===== src/rtl/alu_arbiter.sv =====
// alu_arbiter: two-requester front end for a shared combinational ALU.
// One operation in flight at a time: IDLE grants, EXEC drives the ALU for a
// cycle, RESP holds the captured result until the consumer takes it.
module alu_arbiter #(
   parameter int WIDTH = 32
) (
   input  logic             clk,
   input  logic             reset,
   input  logic             req0_valid,
   output logic             req0_ready,
   input  logic [WIDTH-1:0] req0_a,
   input  logic [WIDTH-1:0] req0_b,
   input  logic [2:0]       req0_op,
   input  logic             req1_valid,
   output logic             req1_ready,
   input  logic [WIDTH-1:0] req1_a,
   input  logic [WIDTH-1:0] req1_b,
   input  logic [2:0]       req1_op,
   output logic [WIDTH-1:0] alu_a,
   output logic [WIDTH-1:0] alu_b,
   output logic [2:0]       alu_control,
   input  logic [WIDTH-1:0] alu_result,
   input  logic             alu_zero,
   output logic             rsp_valid,
   input  logic             rsp_ready,
   output logic             rsp_id,
   output logic [WIDTH-1:0] rsp_result,
   output logic             rsp_zero,
   output logic             rsp_err,
   output logic             busy
);

   typedef enum logic [1:0] {IDLE, EXEC, RESP} state_t;

   state_t           state, state_nxt;
   logic             last_gnt;   // requester granted most recently
   logic             gnt_any;
   logic             gnt_id;
   logic [WIDTH-1:0] opa, opb;
   logic [2:0]       ctl;        // already mapped to a legal ALU code
   logic             ill;
   logic             op_id;
   logic [2:0]       sel_op;

   function automatic logic op_legal(input logic [2:0] op);
      return (op == 3'b000) || (op == 3'b001) || (op == 3'b010) ||
             (op == 3'b110) || (op == 3'b111);
   endfunction

   assign alu_a       = opa;
   assign alu_b       = opb;
   assign alu_control = ctl;
   assign rsp_valid   = (state == RESP);
   assign busy        = (state != IDLE);
   assign sel_op      = gnt_id ? req1_op : req0_op;

   // Next-state, grant and ready decode; readies only ever rise in IDLE.
   always_comb begin
      state_nxt  = state;
      gnt_any    = 1'b0;
      gnt_id     = 1'b0;
      req0_ready = 1'b0;
      req1_ready = 1'b0;
      case (state)
         IDLE: begin
            gnt_any    = req0_valid | req1_valid;
            gnt_id     = (req0_valid && req1_valid) ? ~last_gnt : req1_valid;
            req0_ready = gnt_any & ~gnt_id;
            req1_ready = gnt_any & gnt_id;
            if (gnt_any) state_nxt = EXEC;
         end
         EXEC:    state_nxt = RESP;
         RESP:    if (rsp_ready) state_nxt = IDLE;
         default: state_nxt = IDLE;
      endcase
   end

   // State register.
   always_ff @(posedge clk) begin
      if (reset) state <= IDLE;
      else       state <= state_nxt;
   end

   // Operand registers load only on acceptance; illegal codes run as add.
   always_ff @(posedge clk) begin
      if (reset) begin
         opa   <= '0;
         opb   <= '0;
         ctl   <= 3'b010;
         ill   <= 1'b0;
         op_id <= 1'b0;
      end else if (gnt_any) begin
         opa   <= gnt_id ? req1_a : req0_a;
         opb   <= gnt_id ? req1_b : req0_b;
         ctl   <= op_legal(sel_op) ? sel_op : 3'b010;
         ill   <= ~op_legal(sel_op);
         op_id <= gnt_id;
      end
   end

   // Response capture at the end of EXEC; held through RESP.
   always_ff @(posedge clk) begin
      if (reset) begin
         rsp_result <= '0;
         rsp_zero   <= 1'b0;
         rsp_err    <= 1'b0;
         rsp_id     <= 1'b0;
      end else if (state == EXEC) begin
         rsp_result <= ill ? '0 : alu_result;
         rsp_zero   <= ill ? 1'b1 : alu_zero;
         rsp_err    <= ill;
         rsp_id     <= op_id;
      end
   end

   // Round-robin pointer moves on the response handshake; reset value of 1
   // makes requester 0 win the first contention.
   always_ff @(posedge clk) begin
      if (reset)                           last_gnt <= 1'b1;
      else if (state == RESP && rsp_ready) last_gnt <= rsp_id;
   end

endmodule


===== config.mk =====
export PLATFORM = sky130hd
export DESIGN_NAME = alu_arbiter
export DESIGN_NICKNAME = d
export VERILOG_FILES = /design/src/rtl/alu_arbiter.sv
export SDC_FILE = /design/constraint.sdc
export NUM_CORES = 1
export LEC_CHECK = 0
export ABC_AREA = 1
export BUFFER_PORTS_ARGS = -buffer_cell sky130_fd_sc_hd__buf_4
export CORE_MARGIN = 8
export CORE_UTILIZATION = 43
export CTS_CLUSTER_SIZE = 16
export DETAILED_ROUTE_END_ITERATION = 8
export PLACE_DENSITY_LB_ADDON = 0.15
export REMOVE_ABC_BUFFERS = 1
export SYNTH_ARGS = -nofsm -noshare
export SYNTH_HDL_FRONTEND = slang
export SYNTH_SLANG_ARGS = --single-unit

===== constraint.sdc =====
create_clock -name clk -period 1.5 [get_ports clk]
set_input_delay 0.3 -clock clk [delete_from_list [all_inputs] [get_ports clk]]
set_output_delay 0.3 -clock clk [all_outputs]
set_load 0.1 [all_outputs]

==> metrics, run 1 <==
CTS max path bufs 2; synthesized area between 4000 and 5000 um^2; later-pin clock latency in the skew report 360 ps; run status finished with violations; Worst path slowest cell dfxtp_2; std cell rows 37; Worst slew margin 0.680; IO buf count 277; Setup TNS Final -5390 ps; first-pass GRT wire length 26,200 um; most frequent cells in the layout buf_4 (292), nor2_1 (113), dfxtp_1 (104); CP top delay family buffers and inverters; worst hold stages 3; Mapped Cells between 600 and 700; CTS buffer count 9; Hold Fails Final Rpt 0; Die Height 118 um; Clock Skew between 15 and 20 ps; GP Congestion 0.853; Avg WL per Cell between 15 and 20 um; Diodes inserted 0; clock slew at reported path FFs around 110 ps; GRT Util Overall 0.228; Routed Antenna Nets 0; Synth Register Bits 107; CTS root buf clkbuf_8; initial cell density of the core 0.437; clock sinks 107; CTS tree done; share of cells above drive strength 1 0.414; CTS Hold Buffers Added 0; failing checks negative setup slack; DRC violations left 0; Placed Area 6730 um^2; maximum VDD drop a little over 0.8 mV; Worst Max-Slew Pin Slew 481 ps; power per cell area 1230 nW/um^2; final worst slack -158 ps; max_cap viols 0; HPWL Detailed about 13,000 um; max incr delay on CP 350 ps; Critical Path RT roughly 1200 ps; syn avg cell area 7.31 um^2; largest net degree at the start of global routing 61; crit path kind reg2out; DR pass1 iterations 5; die area 13,900 um^2; Critical Path Source Type register; drt total wl 17,100 um; most common cell after layout, fill and taps aside buf_4; P_leak 3.55 nW; Worst Setup End Kind primary output; WP depth 5; Min-Delay Path Class in2reg; max frequency 0.603 GHz; antenna violations before repair 0; Layout Nets ~1,100; final core utilization 0.729; hold_ws 175 ps; Max Slew Vio Count 0; RSZ-0062 raised after global routing true; R2R cell count 8; GRT Residual Overflow 0; Yosys warnings 0; vias after detailed routing 5,221; FF/Latch Area about 2100 um^2; worst path bufs/invs 3; period utilization 1.11; number of global-route vias before repair 4,957; Fillers 808; Synth-to-Final Area Change 66.8%; final setup vio count 68; CTS H-tree depth 3; Max FO, Critical Path 3; CP Cell Sequence nor2_4 -> inv_2 -> nor2_4 -> buf_12 -> buf_12; Crit path arrival time 1360 ps; core area 10,200 um^2; Die Width between 100 and 150 um; Final min period 1660 ps; Iter 0 DRT Violations 405; Multi-input gate area 2120 um^2; Pwr Total roughly 9.1 mW; Boundary Pins 278; sequential area share after synthesis 0.481; fin area 7420 um^2; synth unique cells 18; vias per inst 5.06
==> synthesized netlist by cell type <==
library cell    n  share of area
a21oi_1        55          0.062
a22oi_1        32          0.054
buf_2          20          0.022
buf_4           4         0.0067
clkbuf_1       23          0.019
dfxtp_1       107           0.48
inv_1          26          0.022
inv_2           2         0.0017
nand2_1       110          0.093
nand3_1        27          0.030
nand4_1         4         0.0056
nor2_1        126           0.11
nor2_2          1         0.0014
nor2_4          2         0.0051
nor3_1          3         0.0034
o211ai_1       18          0.030
o21ai_0        27          0.030
o21ai_1        22          0.025
==> state kept, by name, indices dropped and copies added (netlist names) <==
signal	flops
alu_control	3
ill	1
last_gnt	1
rsp_zero	1
rsp_result	32
rsp_err	1
alu_b	32
op_id	1
rsp_id	1
alu_a	32
state	2
==> area by class of cell <==
class	instances	share of cell area
clock buffer	10	0.0185
clock inverter	6	0.00624
inverter	28	0.0145
multi-input combinational	427	0.285
sequential	107	0.289
tap	136	0.0229
timing repair buffer	318	0.363
==> worst min-delay path, stage by stage <==
cell and delay, ps:
buf_4 70, a22oi_1 50, nor2_1 70
==> through the flow <==
step / instances / setup WS, ps
floorplan: 562 / -4190
global placement: 994 / -19.3
detailed placement: 994 / -67.4
CTS: 1020 / -152
global route: 1032 / -248
finish: 1032 / -158
==> power by group <==
part | internal [mW] | switching [mW]
Sequential | 3.11 | 0.152
Combinational | 1.22 | 2.94
Clock | 0.670 | 1.02
Total | 5.00 | 4.11
==> timing repair <==
action                     4_1_cts  5_1_grt
setup endpoints to repair       48       68
gates resized for setup         25       68
gates cloned                     2        2
buffers inserted                 8       10
pin swaps                        4       26
==> per-layer routing <==
metal | wire [um] | part of all wire | vias up | GRT usage
met5 | 0 | 0 | - | 0
met4 | 293 | 0.017 | 0 | 0.0649
met3 | 1370 | 0.080 | 21 | 0.0681
met2 | 8710 | 0.51 | 219 | 0.401
met1 | 6700 | 0.39 | 2395 | 0.262
li1 | - | - | 2586 | -
==> worst paths after layout <==
| kind | from | to | slack (ps) |
|---|---|---|---|
| setup / recovery | state[1] | req1_ready | -160 |
| hold / removal | alu_result[23] | rsp_result[23] | 170 |
| setup reg to reg | state[1] | alu_a[10] | -150 |
| hold reg to reg | alu_a[24] | alu_a[24] | 470 |
==> cells by family (layout without fill, tap and decap cells) <==
| group | after synthesis | in the layout | synth area share |
|---|---|---|---|
| compound gates | 154 | 154 | 0.201 |
| buf+inv | 75 | 362 | 0.0723 |
| flops | 107 | 107 | 0.481 |
| simple gates | 273 | 273 | 0.245 |
No activity file was read; power rests on OpenSTA's default activity.
==> run 2, diff against run 1 <==
Settings changed: ABC_AREA 1 to default, CORE_UTILIZATION 43 to 44, GPL_ROUTABILITY_DRIVEN from default to 0.
==> run 2 against run 1 <==
  * The flow still finishes with violations (negative setup slack)
  * Worst setup slack improved by 58 ps
  * Count of clock-buffer cells in the layout rose by 2
  * First-iteration DRC count rose by 16%
  * Critical path depth fell by 2
  * Non-clock buffer count fell by 7
  * Sequential share of layout area rose by 0.20 points
  * Hold slack improved by 27 ps
  * Global-route usage rose by 0.66 points
  * Largest power group unchanged
==> metrics, run 2 <==
fin area 7380 um^2 (-0.57%); combinational group share of total power 0.448 (-0.009); Iter 0 DRT Violations 468 (+16%); Synth area leader dfxtp_1; clock slew at reported path FFs 100 ps (about the same); Pint 4.89 mW (-2.3%); CP top delay family simple AND/OR/NAND/NOR gates; Fillers 827 (+2.4%); DR pass1 iterations 6 (+1); max frequency 0.625 GHz (+3.7%); Clock Skew 9.20 ps (-6.58 ps); synth cell count leaders nand2_1 (123), dfxtp_1 (107), a21oi_1 (84); worst path bufs/invs 1 (-2); Max FO, Critical Path 4 (+1); Post-synth EDFFs 0 (unchanged); Worst Setup End Kind primary output; Hold Fails Final Rpt 0 (unchanged); Post-synth ARST share 0 (unchanged); period utilization 1.07 (-0.0390); Placed Area 6950 um^2 (+3.3%); Critical Path Source Type register; Min-Delay Path Class in2reg; Worst path slowest cell dfxtp_4; CTS H-tree depth 3 (unchanged); failing checks negative setup slack; Max Slew Vio Count 0 (unchanged); power per cell area 1180 nW/um^2 (-3.9%); initial cell density of the core 0.453 (+0.0161); CTS Hold Buffers Added 0 (unchanged); Avg WL per Cell 18.4 um (+11%); antenna violations before repair 0 (unchanged); clock sinks 107 (unchanged); crit path kind reg2out; CTS tree done; Mapped Cells 565 (-7.2%); syn avg cell area 8.28 um^2 (+13%); most frequent cells in the layout buf_4 (294), nand2_1 (123), dfxtp_1 (104); Critical Path RT 1200 ps (about the same); Die Height 119 um (+1.2%); RSZ-0062 raised after global routing true; Main synth FF type dfxtp_1; synthesized area 4680 um^2 (+5.1%); count leader, synth nand2_1; first-pass GRT wire length 27,700 um (+5.6%); vias per inst 5.45 (+7.8%); Worst Max-Slew Pin Slew 408 ps (-72.9 ps); Synth-to-Final Area Change 57.8%; CTS root buf clkbuf_8; maximum VDD drop 0.565 mV (-31%); Yosys warnings 0 (unchanged); vias after detailed routing 5,300 (+1.5%); drt total wl 17,900 um (+4.9%); Synth Register Bits 107 (unchanged); max_cap viols 0 (unchanged); clock group share of total power 0.179 (-0.006); Boundary Pins 278 (unchanged); Diodes inserted 0 (unchanged); Layout Nets 1,004 (-5.6%); dpl ws -114 ps (-47.0 ps); core area 10,300 um^2 (+1.4%); largest net degree at the start of global routing 48 (-21%); Reg power frac 0.373 (+0.015); CTS buffer count 9 (unchanged); later-pin clock latency in the skew report 350 ps (about the same); GRT Residual Overflow 0 (unchanged); GRT Util Overall 0.235 (+0.00658); Final min period 1600 ps (-58.5 ps); Setup TNS Final -209 ps (+5180 ps); Die Width 119 um (+1.2%); final worst slack -99.1 ps (+58.5 ps); max incr delay on CP 370 ps (+20 ps); sw frac 0.439 (-0.0124); die area 14,200 um^2 (+2.3%); HPWL Detailed 13,200 um (+5.4%); synth unique cells 32 (+14); IO buf count 277 (unchanged); sequential area share after synthesis 0.458 (-0.0233); final core utilization 0.715 (-0.0139); DRC violations left 0 (unchanged); run status finished with violations; number of global-route vias before repair 5,357 (+8.1%); CP Cell Sequence nor2_4 -> and3_4 -> buf_12; share of cells above drive strength 1 0.410 (-0.00378); std cell rows 37 (unchanged); Crit path arrival time 1300 ps (-60 ps); most common cell after layout, fill and taps aside buf_4; P_sw 3.82 mW (-7.1%); hold_ws 202 ps (+27.2 ps); Routed Antenna Nets 0 (unchanged); Yosys top cell area share 0.458 (-0.0233); CTS max path bufs 2 (unchanged); Worst slew margin 0.720 (+0.0408); final setup vio count 4 (-94%); synth top area cells dfxtp_1 (46%), nand2_1 (9.9%), a21oi_1 (9.0%); P_leak 3.24 nW (-8.6%)
## run 2: cell count changes after synthesis, sizes merged, moves of 29 or more
cell,previous run,this run
nand3b,0,33
o221ai,0,46
nor2,129,26
and2,0,47
a21oi,55,84
a22oi,32,0
o21ai,49,1
## run 2: cells by family (layout without fill, tap and decap cells)
group	Yosys count	after routing	share of synthesized area
muxes	4	4	0.00910
DFF	107	107	0.458
and+or+nand+nor	241	241	0.253
AOI/OAI and AO/OA	156	156	0.227
buffers and inverters	57	328	0.0519
## run 2: layout make-up
class,instances,area (um^2),share of cell area
Tap cell,136,170,0.0231
Multi-Input combinational cell,401,2350,0.318
Clock inverter,3,15.0,0.00203
Inverter,2,15.0,0.00203
Timing Repair Buffer,311,2530,0.344
Clock buffer,12,145,0.0197
Sequential cell,107,2150,0.291
## run 2: final timing paths
check	to	startpoint	slack, ps	cells past startpoint
max reg2reg	alu_a[8]	state[1]	30	7
max	req0_ready	state[1]	-100	3
min	alu_b[6]	req1_b[6]	200	3
min reg2reg	rsp_result[13]	rsp_result[13]	460	2
## run 2: power groups by stage
stage	clock (mW)	combinational (mW)	sequential [mW]
after floorplan	0	0.754	5.07
after global placement	0	3.68	3.29
after detailed placement	0	3.72	3.31
after CTS	1.60	3.77	3.25
after global routing	1.72	4.07	3.28
final	1.56	3.90	3.25
## run 2: tightest hold or removal path, cell delays in order
cell      delay [ps]
buf_4            110
nand2_1           40
a311oi_1          70
## run 2: metal layers
| layer | track usage | wire (um) |
|---|---|---|
| met5 | 0 | 0 |
| met4 | 0.111 | 643 |
| met3 | 0.0794 | 1540 |
| met2 | 0.406 | 9130 |
| met1 | 0.254 | 6600 |
## run 2: repair_timing
item	4_1_cts	5_1_grt
pin swaps	2	5
gates resized for setup	16	18
hold endpoints to repair	0	0
endpoints found under the setup margin	15	55
buffers inserted	1	10
gates cloned	0	2
## run 2: per-stage QoR
stage	power [mW]	cells
CTS	8.61	960
floorplan	5.83	510
global route	9.07	972
global placement	6.97	944
finish	8.71	972
detailed placement	7.03	944
